[src/rtl/trivium_ks_ctrl.sv]
// Sequencer for an external Trivium keystream core: load, warm-up, then pack
// keystream bits LSB-first into bytes and push them into a byte FIFO.
//
//   state   | meaning
//   --------+------------------------------------------------------------
//   IDLE    | waiting for start; start with num_bytes=0 completes at once
//   LOAD    | core_load pulse, byte count cleared
//   WARMUP  | core_en for WARMUP_CYCLES steps, keystream discarded
//   COLLECT | core_en for 8 steps, core_z shifted into fifo_din
//   PUSH    | core halted; write the byte when the FIFO has space
//   DONE    | one-cycle done pulse
module trivium_ks_ctrl #(
    parameter int WARMUP_CYCLES = 1152,
    parameter int WCNT_W        = 11,
    parameter int LEN_W         = 16
) (
    input  logic             clk,
    input  logic             rst,
    input  logic             start,
    input  logic [LEN_W-1:0] num_bytes,
    output logic             core_load,
    output logic             core_en,
    input  logic             core_z,
    input  logic [1:0]       fifo_condition,
    output logic             fifo_write,
    output logic [7:0]       fifo_din,
    output logic             busy,
    output logic             done,
    output logic [LEN_W-1:0] bytes_out
);

    typedef enum logic [2:0] {
        IDLE    = 3'd0,
        LOAD    = 3'd1,
        WARMUP  = 3'd2,
        COLLECT = 3'd3,
        PUSH    = 3'd4,
        DONE    = 3'd5
    } state_t;

    state_t             state;
    logic [WCNT_W-1:0]  wcnt;
    logic [2:0]         bcnt;
    logic [LEN_W-1:0]   len;
    logic [LEN_W-1:0]   bytes_nxt;
    logic               fifo_full;

    assign fifo_full = (fifo_condition == 2'b11);
    assign bytes_nxt = bytes_out + LEN_W'(1);

    // The write strobe must react to the FIFO status in the same cycle, so it
    // is decoded from the state register; rst blocks a write in the reset cycle.
    assign fifo_write = (state == PUSH) && !fifo_full && !rst;

    always_ff @(posedge clk) begin
        if (rst) begin
            state     <= IDLE;
            wcnt      <= '0;
            bcnt      <= '0;
            len       <= '0;
            core_load <= 1'b0;
            core_en   <= 1'b0;
            fifo_din  <= 8'h00;
            busy      <= 1'b0;
            done      <= 1'b0;
            bytes_out <= '0;
        end else begin
            core_load <= 1'b0;
            done      <= 1'b0;
            case (state)
                IDLE: begin
                    if (start) begin
                        if (num_bytes != '0) begin
                            len       <= num_bytes;
                            bytes_out <= '0;
                            core_load <= 1'b1;
                            busy      <= 1'b1;
                            state     <= LOAD;
                        end else begin
                            // zero-length request: completes without ever raising busy
                            done  <= 1'b1;
                            state <= DONE;
                        end
                    end
                end
                LOAD: begin
                    wcnt    <= WCNT_W'(WARMUP_CYCLES - 1);
                    core_en <= 1'b1;
                    state   <= WARMUP;
                end
                WARMUP: begin
                    if (wcnt == '0) begin
                        bcnt  <= 3'd0;
                        state <= COLLECT;
                    end else begin
                        wcnt <= wcnt - WCNT_W'(1);
                    end
                end
                COLLECT: begin
                    fifo_din <= {core_z, fifo_din[7:1]};
                    bcnt     <= bcnt + 3'd1;
                    if (bcnt == 3'd7) begin
                        core_en <= 1'b0;
                        state   <= PUSH;
                    end
                end
                PUSH: begin
                    if (!fifo_full) begin
                        bytes_out <= bytes_nxt;
                        if (bytes_nxt == len) begin
                            done  <= 1'b1;
                            state <= DONE;
                        end else begin
                            core_en <= 1'b1;
                            bcnt    <= 3'd0;
                            state   <= COLLECT;
                        end
                    end
                end
                DONE: begin
                    busy  <= 1'b0;
                    state <= IDLE;
                end
                default: begin
                    busy    <= 1'b0;
                    core_en <= 1'b0;
                    state   <= IDLE;
                end
            endcase
        end
    end

endmodule

[config.mk]
export PLATFORM = sky130hd
export DESIGN_NAME = trivium_ks_ctrl
export DESIGN_NICKNAME = d
export VERILOG_FILES = /design/src/rtl/trivium_ks_ctrl.sv
export SDC_FILE = /design/constraint.sdc
export NUM_CORES = 1
export LEC_CHECK = 0
export BUFFER_PORTS_ARGS = -buffer_cell sky130_fd_sc_hd__buf_2
export CORE_UTILIZATION = 50
export CTS_CLUSTER_SIZE = 16
export DETAILED_ROUTE_END_ITERATION = 16
export PLACE_DENSITY = 0.72
export SLEW_MARGIN = 25
export SYNTH_ARGS = -nofsm -noshare
export SYNTH_HDL_FRONTEND = slang
export SYNTH_SLANG_ARGS = --single-unit
[constraint.sdc]
create_clock -name clk -period 6.7 [get_ports clk]
set_input_delay 1.005 -clock clk [delete_from_list [all_inputs] [get_ports clk]]
set_output_delay 1.005 -clock clk [all_outputs]
set_load 0.02 [all_outputs]
* Yosys cells after proc, flatten, opt, wreduce, memory -nomap -nowiden
Cells that the tools add are included.
W data, S select, Z words.
** Operators by class
- Add/sub/neg operators :: 3
- Eq/ne operators :: 15
- Muxes and demuxes :: 30
- Bitwise gates (word level) :: 4
- Reduce and logical (&&, ||, !) cells :: 20
** Operators with widths (number)
- $mux W16 :: 3
- $pmux W16 S2 :: 1
- $mux W3 :: 9
- $pmux W11 S2 :: 1
- $add A16 B1 Y16 const B :: 1
- $eq A16 B16 Y1 :: 1
- $reduce_and A4 Y1 :: 4
- $reduce_bool A16 Y1 :: 1
- $pmux W3 S5 :: 1
- $ne A2 B2 Y1 const B :: 7
- $logic_not A11 Y1 :: 1
- $mux W11 :: 1
- $sub A11 B1 Y11 const B :: 1
- $mux W1 :: 10
- $eq A3 B3 Y1 const B :: 3
- $pmux W3 S3 :: 1
- $eq A3 B2 Y1 const B :: 2
- $reduce_and A3 Y1 :: 2
- $reduce_or A3 Y1 :: 2
- $not A1 Y1 :: 4
- $pmux W1 S2 :: 2
- $pmux W1 S4 :: 1
- $reduce_bool A2 Y1 :: 2
- $reduce_or A4 Y1 :: 1
- 8 further kinds :: 10
** Storage, ports and cells
- Register bits :: 61
- Bits of input ports :: 22
- Output and inout port bits :: 29
- Word-level logic and storage cells :: 82

* Longest topological paths before layout
Gate-level depths: netlist of the first run.
- Depth in word-level cells :: 5
- Gate-level depth with buffers :: 8
- Mapped depth without buffers :: 8

* Least setup slack after synthesis of the first run
Ideal clock, no wire load.
- Path kind :: input to output
- Start :: in fifo_condition[0]
- End :: out fifo_write
- Arrival :: 1882 ps
- Required time :: 5695 ps
- Path slack :: 3813 ps
- Stages :: 4
- Buffers on the path :: 1
- Cell sequence :: nand2_1 nand3_1 clkbuf_1 nor2_1
** Between the ends
- Word-level cells in the longest chain between the ends :: 4
** Ends and longest elaborated chain
- start, declared :: line 24 : input logic [1:0] fifo_condition,
- $eq A2 B2 Y1 :: line 48 : assign fifo_full = (fifo_condition == 2'b11);
- $logic_not A1 Y1
- $logic_and A1 B1 Y1 (2 in series) :: line 53 : assign fifo_write = (state == PUSH) && !fifo_full && !rst;
- end, declared :: line 25 : output logic fifo_write,
Every way passes these cells.

* Worst setup path in the final report of the first run
- Start :: reg state[0]
- End :: out fifo_write
** Between the ends
- Word-level cells in the longest chain between the ends :: 3
** Ends and longest elaborated chain
- start, declared :: line 41 : state_t state;
- start signal, assigned :: line 57 : state <= IDLE;
- start signal, assigned :: line 78 : state <= LOAD;
- start signal, assigned :: line 82 : state <= DONE;
- $eq A3 B3 Y1 :: line 53
- $logic_and A1 B1 Y1 (2 in series) :: line 53
Every way passes these cells.

==> results of run 1 <==
## path summary, 6_finish.rpt
check | start | to | slack (ps) | cells past startpoint
setup / recovery | state[0] | fifo_write | 3000 | 4
setup reg to reg | bytes_out[0] | state[2] | 3840 | 7
hold / removal | fifo_din[3] | fifo_din[2] | 470 | 2
hold reg to reg | fifo_din[3] | fifo_din[2] | 470 | 2
## power groups by stage
| stage | Clock, uW | Sequential, uW | Combinational (uW) |
|---|---|---|---|
| 2_1_floorplan | 0 | 477 | 377 |
| 3_3_place_gp | 0 | 491 | 443 |
| 3_5_place_dp | 0 | 494 | 457 |
| 4_1_cts | 303 | 486 | 460 |
| 5_1_grt | 318 | 496 | 519 |
| 6_report | 300 | 487 | 467 |
## tightest hold or removal path, stage by stage (launching register included)
cell and delay [ps]:
dfxtp_1 320, nand2_1 60, a21oi_1 50
## layer usage
metal	vias to the layer above	part of all wire
met5	-	0
met4	0	0.019
met3	13	0.047
met2	70	0.46
met1	1403	0.47
li1	1486	-
## cell usage after synthesis (2+ instances only)
cell / instances
inv_1: 9
or4_1: 3
a211oi_1: 4
a21oi_1: 37
xor2_1: 12
ha_1: 4
and3_1: 4
or3_1: 6
buf_2: 4
a32oi_1: 2
mux2i_1: 17
nand3_1: 13
nor2b_1: 3
nand2_1: 33
nor2_1: 59
o22ai_1: 3
dfxtp_1: 61
o21ai_0: 15
nor3_1: 6
a31oi_1: 2
o2bb2ai_1: 2
nand4_1: 8
nor4_1: 11
nor4b_1: 2
a31o_1: 3
and2_1: 3
nand2b_1: 6
nand3b_1: 2
clkbuf_1: 15
xnor2_1: 21
nor3b_1: 2
## state kept, by name, indices dropped and copies added, names as in the netlist, 3 cells and up
signal	flops
len	16
bytes_out	16
fifo_din	8
state	3
wcnt	11
bcnt	3
## metrics by stage
stage / hold WS, ps / setup WS [ps]
after floorplan: 466 / 3810
after global routing: 483 / 2780
final: 470 / 3000
after CTS: 470 / 3040
after global placement: 446 / 3210
after detailed placement: 457 / 3120
## cell type report
class	count	area [um^2]	share of cell area
clock buffers	12	155	0.0422
flip-flops and latches	61	1220	0.332
well taps	75	93.8	0.0255
inverters	9	33.8	0.00919
multi-input cells	304	1880	0.513
repair buffers	52	265	0.0722
clock inverters	4	22.5	0.00613
## logic make-up after synthesis
group,Yosys count,share of synthesized area
simple gates,170,0.272
compound gates,79,0.150
flops,61,0.379
xor+xnor,33,0.0898
buf+inv,30,0.0369
mux,18,0.0564
fa+ha+maj,4,0.0155
==> results.py, run 1 <==
metrics = {
    "synthesis": {
        "synth_nets": 421,
        "seq_area_frac_synth": 0.379,
        "synth_area_leaders": "dfxtp_1 (38%), nor2_1 (6.9%), a21oi_1 (5.8%)",
        "synth_cells": 395,
        "synth-seq-cells": 61,
        "synth.distinct_cells": 54,
        "synth_largest_area_cell": "dfxtp_1",
        "synth-edff-count": 0,
        "yosysWarnings": 0,
        "synth-main-ff-cell": "dfxtp_1",
        "netlist.area_leader.share": 0.379,
        "avgSynthCellArea_um2": 8.15,
        "syn_area_um2": 3220,
        "synthArstFlopShare": 0,
    },
    "clocking": {
        "ctsHoldBuffers": 0,
        "clock_path_buffers": 2,
        "cts_tree": "built",
        "clk_pin_slew_ps": 70,
        "clock_latency_ps": 340,
        "cts-root-buf": "clkbuf_8",
        "clkSinkCount": 61,
        "cts_setup_buffers": 0,
        "h-tree-depth": 3,
        "cts_resized": 0,
        "cts_buffers": 9,
    },
    "global_routing": {
        "grt_first_pass_wirelength_um": 12800,
        "grt_max_degree": 57,
        "busiest_layer": "met2",
        "grt.met1_usage": 0.331,
        "antenna_found_initial": 0,
        "grt.total_usage": 0.251,
        "met3_usage": 0.0385,
        "grt_pass1_vias": 2723,
        "grt_overflow": 0,
        "use_met2": 0.402,
    },
    "critical_path": {
        "path_buf_inv": 1,
        "cp_data_arrival_time_ps": 2690,
        "path_cells": "nor2_1 > nand3_1 > nor2_1 > buf_2",
        "worstPathRequired_ps": 5690,
        "critPathKind": "reg2out",
        "crit_path_start_kind": "register",
        "crit_fanout": 26,
        "crit_slowest_cell": "nand3_1",
        "max_stage_delay_ps": 780,
        "path_common_cell": "nor2_1",
        "end_kind": "primary output",
        "cp_top_family": "simple AND/OR/NAND/NOR gates",
    },
    "timing": {
        "rsz0062_at_grt": "no",
        "slew_viol_final": 0,
        "finalSetupViolCount": 0,
        "relSlewSlack": 0.368,
        "min_period_ps": 3700,
        "fmax_mhz": 271,
        "finClkSkew_ps": 4.44,
        "fin_setup_tns_ps": 0,
        "period_share": 0.552,
        "finalHoldViolations": 0,
        "worst_slew_pin_slew_ps": 945,
    },
    "min_path": {
        "min-delay-path-class": "reg2reg",
    },
    "route": {
        "vias": 2972,
        "post_drt_wl_per_cell_um": 14.9,
        "firstDrtPassIters": 4,
        "viasPerCell": 5.75,
        "post-route-drc-count": 0,
        "wirelength_um": 7720,
        "postRouteAntennaNets": 0,
        "drt_first_iter_violations": 240,
    },
    "layout": {
        "final_common_cell": "dfxtp_1",
        "final_core_util": 0.607,
        "most-common-layout-cells": "dfxtp_1 (61), nor2_1 (59), buf_2 (50)",
        "area_growth_pct": 14.2,
        "final_cells": 517,
        "stdcell_area_um2": 3680,
        "fin_nets": 463,
        "insertedDiodeCount": 0,
        "drive_above_1_share": 0.176,
        "fillers": 568,
    },
    "floorplan": {
        "die_x_um": 82.2,
        "rows": 28,
        "start_util": 0.531,
        "dieArea_um2": 6760,
        "num_io_pins": 51,
        "chipHeight_um": 82.2,
        "fp.coreArea_um2": 6060,
    },
    "placed_design": {
        "dp_hpwl_um": 5370,
        "routabilityCongestion": 0.879,
        "place_inst": 500,
        "port_buffers": 50,
        "postPlaceCellArea_um2": 3490,
    },
    "pwr": {
        "p_comb_frac": 0.372,
        "p_per_area_nw_per_um2": 341,
        "netSwitchingPower_uw": 480,
        "netSwitchingFraction": 0.383,
        "leakagePower_uw": 0.00153,
        "max-vdd-ir-drop_mv": 0.227,
        "pwr-share-seq": 0.389,
        "clkPwrFrac": 0.239,
        "finalPower_uw": 1250,
        "internal_power_uw": 774,
    },
    "status": {
        "outcome": "completed",
    },
    "run": {
        "drv_cap": 0,
    },
}
Note: power is estimated with default switching activity, not from simulation.
==> run 2: changes to the inputs <==
--- a/config.mk
+++ b/config.mk
@@ -5,11 +5,12 @@
 export SDC_FILE = /design/constraint.sdc
 export NUM_CORES = 1
 export LEC_CHECK = 0
+export ABC_AREA = 1
 export BUFFER_PORTS_ARGS = -buffer_cell sky130_fd_sc_hd__buf_2
 export CORE_UTILIZATION = 50
 export CTS_CLUSTER_SIZE = 16
 export DETAILED_ROUTE_END_ITERATION = 16
-export PLACE_DENSITY = 0.72
+export PLACE_DENSITY = 0.75
 export SLEW_MARGIN = 25
 export SYNTH_ARGS = -nofsm -noshare
 export SYNTH_HDL_FRONTEND = slang
==> constraint.sdc (replaced) <==
create_clock -name clk -period 3.3 [get_ports clk]
set_input_delay 0.495 -clock clk [delete_from_list [all_inputs] [get_ports clk]]
set_output_delay 0.495 -clock clk [all_outputs]
set_load 0.02 [all_outputs]
==> results.py, run 2 <==
metrics = {
    "pwr": {
        "finalPower_uw": 2530,
        "leakagePower_uw": 0.00168,
        "p_per_area_nw_per_um2": 680,
        "max-vdd-ir-drop_mv": 0.509,
    },
    "route": {
        "firstDrtPassIters": 5,
        "drt_first_iter_violations": 218,
        "post_drt_wl_per_cell_um": 13.4,
        "viasPerCell": 5.44,
        "vias": 3345,
        "postRouteAntennaNets": 0,
        "wirelength_um": 8220,
        "post-route-drc-count": 0,
    },
    "floorplan": {
        "fp.coreArea_um2": 6100,
        "num_io_pins": 51,
        "chipHeight_um": 82.4,
        "dieArea_um2": 6800,
        "rows": 28,
        "start_util": 0.531,
        "die_x_um": 82.4,
    },
    "synthesis": {
        "netlist.area_leader.share": 0.377,
        "synth-main-ff-cell": "dfxtp_1",
        "synth.most_common_cell": "nand2_1",
        "synthArstFlopShare": 0,
        "seq_area_frac_synth": 0.377,
        "synth-edff-count": 0,
        "syn_area_um2": 3240,
        "avgSynthCellArea_um2": 6.67,
        "synth_cells": 485,
        "synth-seq-cells": 61,
        "synth_nets": 511,
        "synth.distinct_cells": 35,
        "synth_top_cells_by_count": "nand2_1 (105), inv_1 (63), dfxtp_1 (61), nor2_1 (61), nand3_1 (40)",
        "yosysWarnings": 0,
        "synth_area_leaders": "dfxtp_1 (38%), nand2_1 (12%), inv_1 (7.3%)",
        "synth_largest_area_cell": "dfxtp_1",
    },
    "global_routing": {
        "grt_max_degree": 31,
        "grt_overflow": 0,
        "grt.total_usage": 0.269,
        "grt_pass1_vias": 3032,
        "grt_first_pass_wirelength_um": 13600,
        "antenna_found_initial": 0,
    },
    "clocking": {
        "cts_buffers": 9,
        "h-tree-depth": 3,
        "cts_resized": 0,
        "cts_setup_buffers": 0,
        "clkSinkCount": 61,
        "cts-root-buf": "clkbuf_8",
        "clock_latency_ps": 340,
        "cts_tree": "built",
        "clock_path_buffers": 2,
        "ctsHoldBuffers": 0,
        "clk_pin_slew_ps": 60,
    },
    "critical_path": {
        "end_kind": "register",
        "r2r_cells": 10,
        "crit_fanout": 11,
        "critPathKind": "reg2reg",
        "crit_path_start_kind": "register",
        "worstPathRequired_ps": 3570,
        "cp_data_arrival_time_ps": 2700,
    },
    "timing": {
        "period_share": 0.736,
        "finalSetupViolCount": 0,
        "relSlewSlack": 0.447,
        "worst_slew_pin_slew_ps": 828,
        "rsz0062_at_grt": "no",
        "fin_setup_tns_ps": 0,
        "fmax_mhz": 412,
        "finalHoldViolations": 0,
        "min_period_ps": 2430,
        "slew_viol_final": 0,
        "finClkSkew_ps": 5.98,
    },
    "placed_design": {
        "place_inst": 600,
        "dp_hpwl_um": 6020,
        "routabilityCongestion": 0.874,
        "port_buffers": 50,
    },
    "layout": {
        "area_growth_pct": 14.8,
        "fin_nets": 562,
        "final_cells": 615,
        "fillers": 607,
        "reg_top3": "bytes_out: 16 flops, len: 16 flops, wcnt: 11 flops",
        "multi_input_area_um2": 1720,
        "drive_above_1_share": 0.159,
        "most-common-layout-cells": "nand2_1 (105), inv_1 (63), nor2_1 (61), dfxtp_1 (61), buf_2 (50)",
        "seqCellArea_um2": 1220,
        "insertedDiodeCount": 0,
        "final_common_cell": "nand2_1",
    },
    "status": {
        "outcome": "completed",
    },
    "min_path": {
        "min-delay-path-class": "in2reg",
        "min_delay_path_depth": 3,
    },
    "run": {
        "drv_cap": 0,
    },
}
run 2: layout make-up:
type                       count  share of cell area
multi-input combinational    347               0.464
sequential                    61               0.329
timing repair buffer          52              0.0714
inverter                      65              0.0657
clock buffer                  10              0.0371
tap                           75              0.0253
clock inverter                 5             0.00741
run 2: path summary, 6_finish.rpt:
path	start	to	slack [ps]
max	state[1]	state[1]	870
min	core_z	fifo_din[7]	400
max reg2reg	state[1]	state[1]	870
min reg2reg	wcnt[10]	wcnt[10]	470
run 2: power breakdown:
part | internal (uW) | switching (uW) | total (uW)
registers | 898 | 95.3 | 993
logic | 313 | 646 | 960
clock network | 283 | 291 | 573
run 2: through the flow:
stage	hold slack, ps	setup slack, ps	area (um^2)	utilization
after detailed placement	459	905	3550	0.582
after global placement	453	909	3550	0.582
after global routing	381	608	3710	0.609
after floorplan	441	1390	3240	-
after CTS	399	877	3710	0.609
final	401	871	3710	0.609
run 2: metal layers:
metal | global-route usage | vias to the layer above | wire length, um
li1 | - | 1709 | -
met1 | 0.315 | 1518 | 3570
met2 | 0.468 | 97 | 4000
met3 | 0.0681 | 21 | 441
met4 | 0.109 | 0 | 208
met5 | 0 | - | 0
run 2: cell families (layout without fill, tap and decap cells):
logic type,after synthesis,after routing,synth area share
buffers and inverters,77,132,0.0897
AO/OA/AOI/OAI,92,92,0.166
flip-flops,61,61,0.377
AND/OR/NAND/NOR,248,248,0.343
XOR/XNOR,3,3,0.00812
adder cells (fa/ha/maj),4,4,0.0155
run 2: critical path: stages, from the launching register on:
cell and delay, ps:
dfxtp_1 330, inv_1 80, nor2_1 240, inv_1 90, nor2_1 460, inv_1 310
or2_1 300, nand2_1 100, nor3_1 100, or2_0 220, a21oi_1 140
==> run 3: changes to the inputs <==
--- a/config.mk
+++ b/config.mk
@@ -5,12 +5,12 @@
 export SDC_FILE = /design/constraint.sdc
 export NUM_CORES = 1
 export LEC_CHECK = 0
-export ABC_AREA = 1
+export ABC_AREA = 0
 export BUFFER_PORTS_ARGS = -buffer_cell sky130_fd_sc_hd__buf_2
 export CORE_UTILIZATION = 50
 export CTS_CLUSTER_SIZE = 16
 export DETAILED_ROUTE_END_ITERATION = 16
-export PLACE_DENSITY = 0.75
+export PLACE_DENSITY = 0.72
 export SLEW_MARGIN = 25
 export SYNTH_ARGS = -nofsm -noshare
 export SYNTH_HDL_FRONTEND = slang
==> constraint.sdc (replaced) <==
create_clock -name clk -period 2.24 [get_ports clk]
set_input_delay 0.336 -clock clk [delete_from_list [all_inputs] [get_ports clk]]
set_output_delay 0.336 -clock clk [all_outputs]
set_load 0.02 [all_outputs]
==> results.py, run 3 (same netlist as run 1, synthesis figures left out) <==
metrics = {
    "route": {
        "viasPerCell": 5.68,
        "vias": 3109,
        "drt_first_iter_violations": 186,
        "wirelength_um": 8220,
        "post-route-drc-count": 0,
        "post_drt_wl_per_cell_um": 15.0,
        "firstDrtPassIters": 4,
        "postRouteAntennaNets": 0,
    },
    "critical_path": {
        "cp_top_family": "simple AND/OR/NAND/NOR gates",
        "path_buf_inv": 3,
        "crit_path_start_kind": "register",
        "r2r-start": "bytes_out[0]",
        "r2r_cells": 9,
        "crit_slowest_cell": "dfxtp_4",
        "cp_data_arrival_time_ps": 2410,
        "worstPathRequired_ps": 2460,
        "critPathKind": "reg2reg",
        "rrSetupSlack_ps": 60,
        "end_kind": "register",
        "crit_fanout": 7,
        "max_stage_delay_ps": 360,
        "path_cells": "buf_4 > nand4_1 > buf_4 > nor4_4 > xnor2_1 > o211ai_2 > nor4_4 > buf_4 > o22ai_1",
        "path_common_cell": "buf_4",
        "reg2reg_to": "state[1]",
    },
    "timing": {
        "worst_slew_pin_slew_ps": 600,
        "finalHoldViolations": 0,
        "finClkSkew_ps": 10.0,
        "fmax_mhz": 458,
        "fin_setup_tns_ps": 0,
        "finalSetupViolCount": 0,
        "worst_slack_ps": 57.9,
        "min_period_ps": 2180,
        "period_share": 0.974,
        "slew_viol_final": 0,
        "relSlewSlack": 0.596,
    },
    "pwr": {
        "leakagePower_uw": 0.00171,
        "finalPower_uw": 3930,
        "max-vdd-ir-drop_mv": 0.568,
        "p_per_area_nw_per_um2": 980,
    },
    "placed_design": {
        "dp_hpwl_um": 5750,
        "postPlaceCellArea_um2": 3730,
        "port_buffers": 50,
        "dp_slack_ps": 22.3,
        "place_inst": 527,
        "routabilityCongestion": 0.824,
    },
    "layout": {
        "fin_nets": 493,
        "area_growth_pct": 24.7,
        "final_common_cell": "nor2_1",
        "stdcell_area_um2": 4020,
        "most-common-layout-cells": "nor2_1 (59), dfxtp_1 (55), buf_2 (50)",
        "insertedDiodeCount": 0,
        "reg_top3": "bytes_out: 16 flops, len: 16 flops, wcnt: 11 flops",
        "final_cells": 547,
        "drive_above_1_share": 0.254,
    },
    "clocking": {
        "cts_buffers": 9,
        "clock_latency_ps": 350,
        "ctsHoldBuffers": 0,
        "clkSinkCount": 61,
        "clock_path_buffers": 2,
        "clk_pin_slew_ps": 70,
        "cts_tree": "built",
        "h-tree-depth": 3,
        "cts-root-buf": "clkbuf_8",
    },
    "global_routing": {
        "grt.total_usage": 0.262,
        "grt_overflow": 0,
        "grt_first_pass_wirelength_um": 13200,
        "grt_max_degree": 33,
        "antenna_found_initial": 0,
        "grt_pass1_vias": 2836,
    },
    "min_path": {
        "min_delay_path_depth": 2,
        "min_to": "wcnt[0]",
        "min-delay-path-class": "in2reg",
        "hp-start": "rst",
    },
    "floorplan": {
        "start_util": 0.531,
        "rows": 28,
        "chipHeight_um": 82.2,
        "fp.coreArea_um2": 6060,
        "dieArea_um2": 6760,
        "die_x_um": 82.2,
        "num_io_pins": 51,
    },
    "run": {
        "drv_cap": 0,
    },
    "status": {
        "outcome": "completed",
    },
}
==> run 3: changes by cell type in the layout (fill, tap and decap cells not counted), moves of 7 or more <==
cell,before,now
nand2_1,105,33
inv_1,63,9
nand3_1,40,11
buf_4,2,30
xnor2_1,1,21
nor4_1,2,9
mux2i_1,0,16
xor2_1,2,12
o21ai_0,32,15
==> run 3: worst max path at each step <==
| stage | slack (ps) | cells past startpoint | endpoint | from |
|---|---|---|---|---|
| floorplan | 30 | 7 | state[1] | bytes_out[4] |
| global placement | 30 | 8 | state[1] | bytes_out[1] |
| detailed placement | 20 | 8 | state[1] | bytes_out[1] |
| CTS | 4 | 8 | state[1] | bytes_out[1] |
| global route | -20 | 9 | bcnt[0] | bytes_out[0] |
| finish | 60 | 9 | state[1] | bytes_out[0] |
==> run 3: power breakdown <==
part / switching, uW / internal (uW)
sequential: 172 / 1270
combinational: 855 / 664
clock: 435 / 541
==> run 3: final cells by class <==
class / instances / area [um^2]
Clock buffer: 12 / 145
Clock inverter: 4 / 47.5
Fill cell: 489 / 2050
Inverter: 9 / 33.8
Multi-Input combinational cell: 304 / 1950
Sequential cell: 61 / 1230
Tap cell: 75 / 93.8
Timing Repair Buffer: 82 / 515
==> run 3: repair_timing <==
action                                  4_1_cts  5_1_grt
resized for setup                             0       12
endpoints found under the setup margin        0        9
buffers inserted                              0        4
==> run 3: layer usage <==
layer  routed length (um)  GRT usage  vias up
met4                  116     0.0737        0
met1                 3730      0.348     1467
met5                    0          0        -
li1                     -          -     1552
met2                 3860      0.411       79
met3                  505     0.0780       11
==> run 3: stage by stage <==
step | hold WS [ps] | util
2_1_floorplan | 466 | -
3_3_place_gp | 448 | 0.615
3_5_place_dp | 460 | 0.615
4_1_cts | 190 | 0.647
5_1_grt | 205 | 0.662
6_report | 210 | 0.662
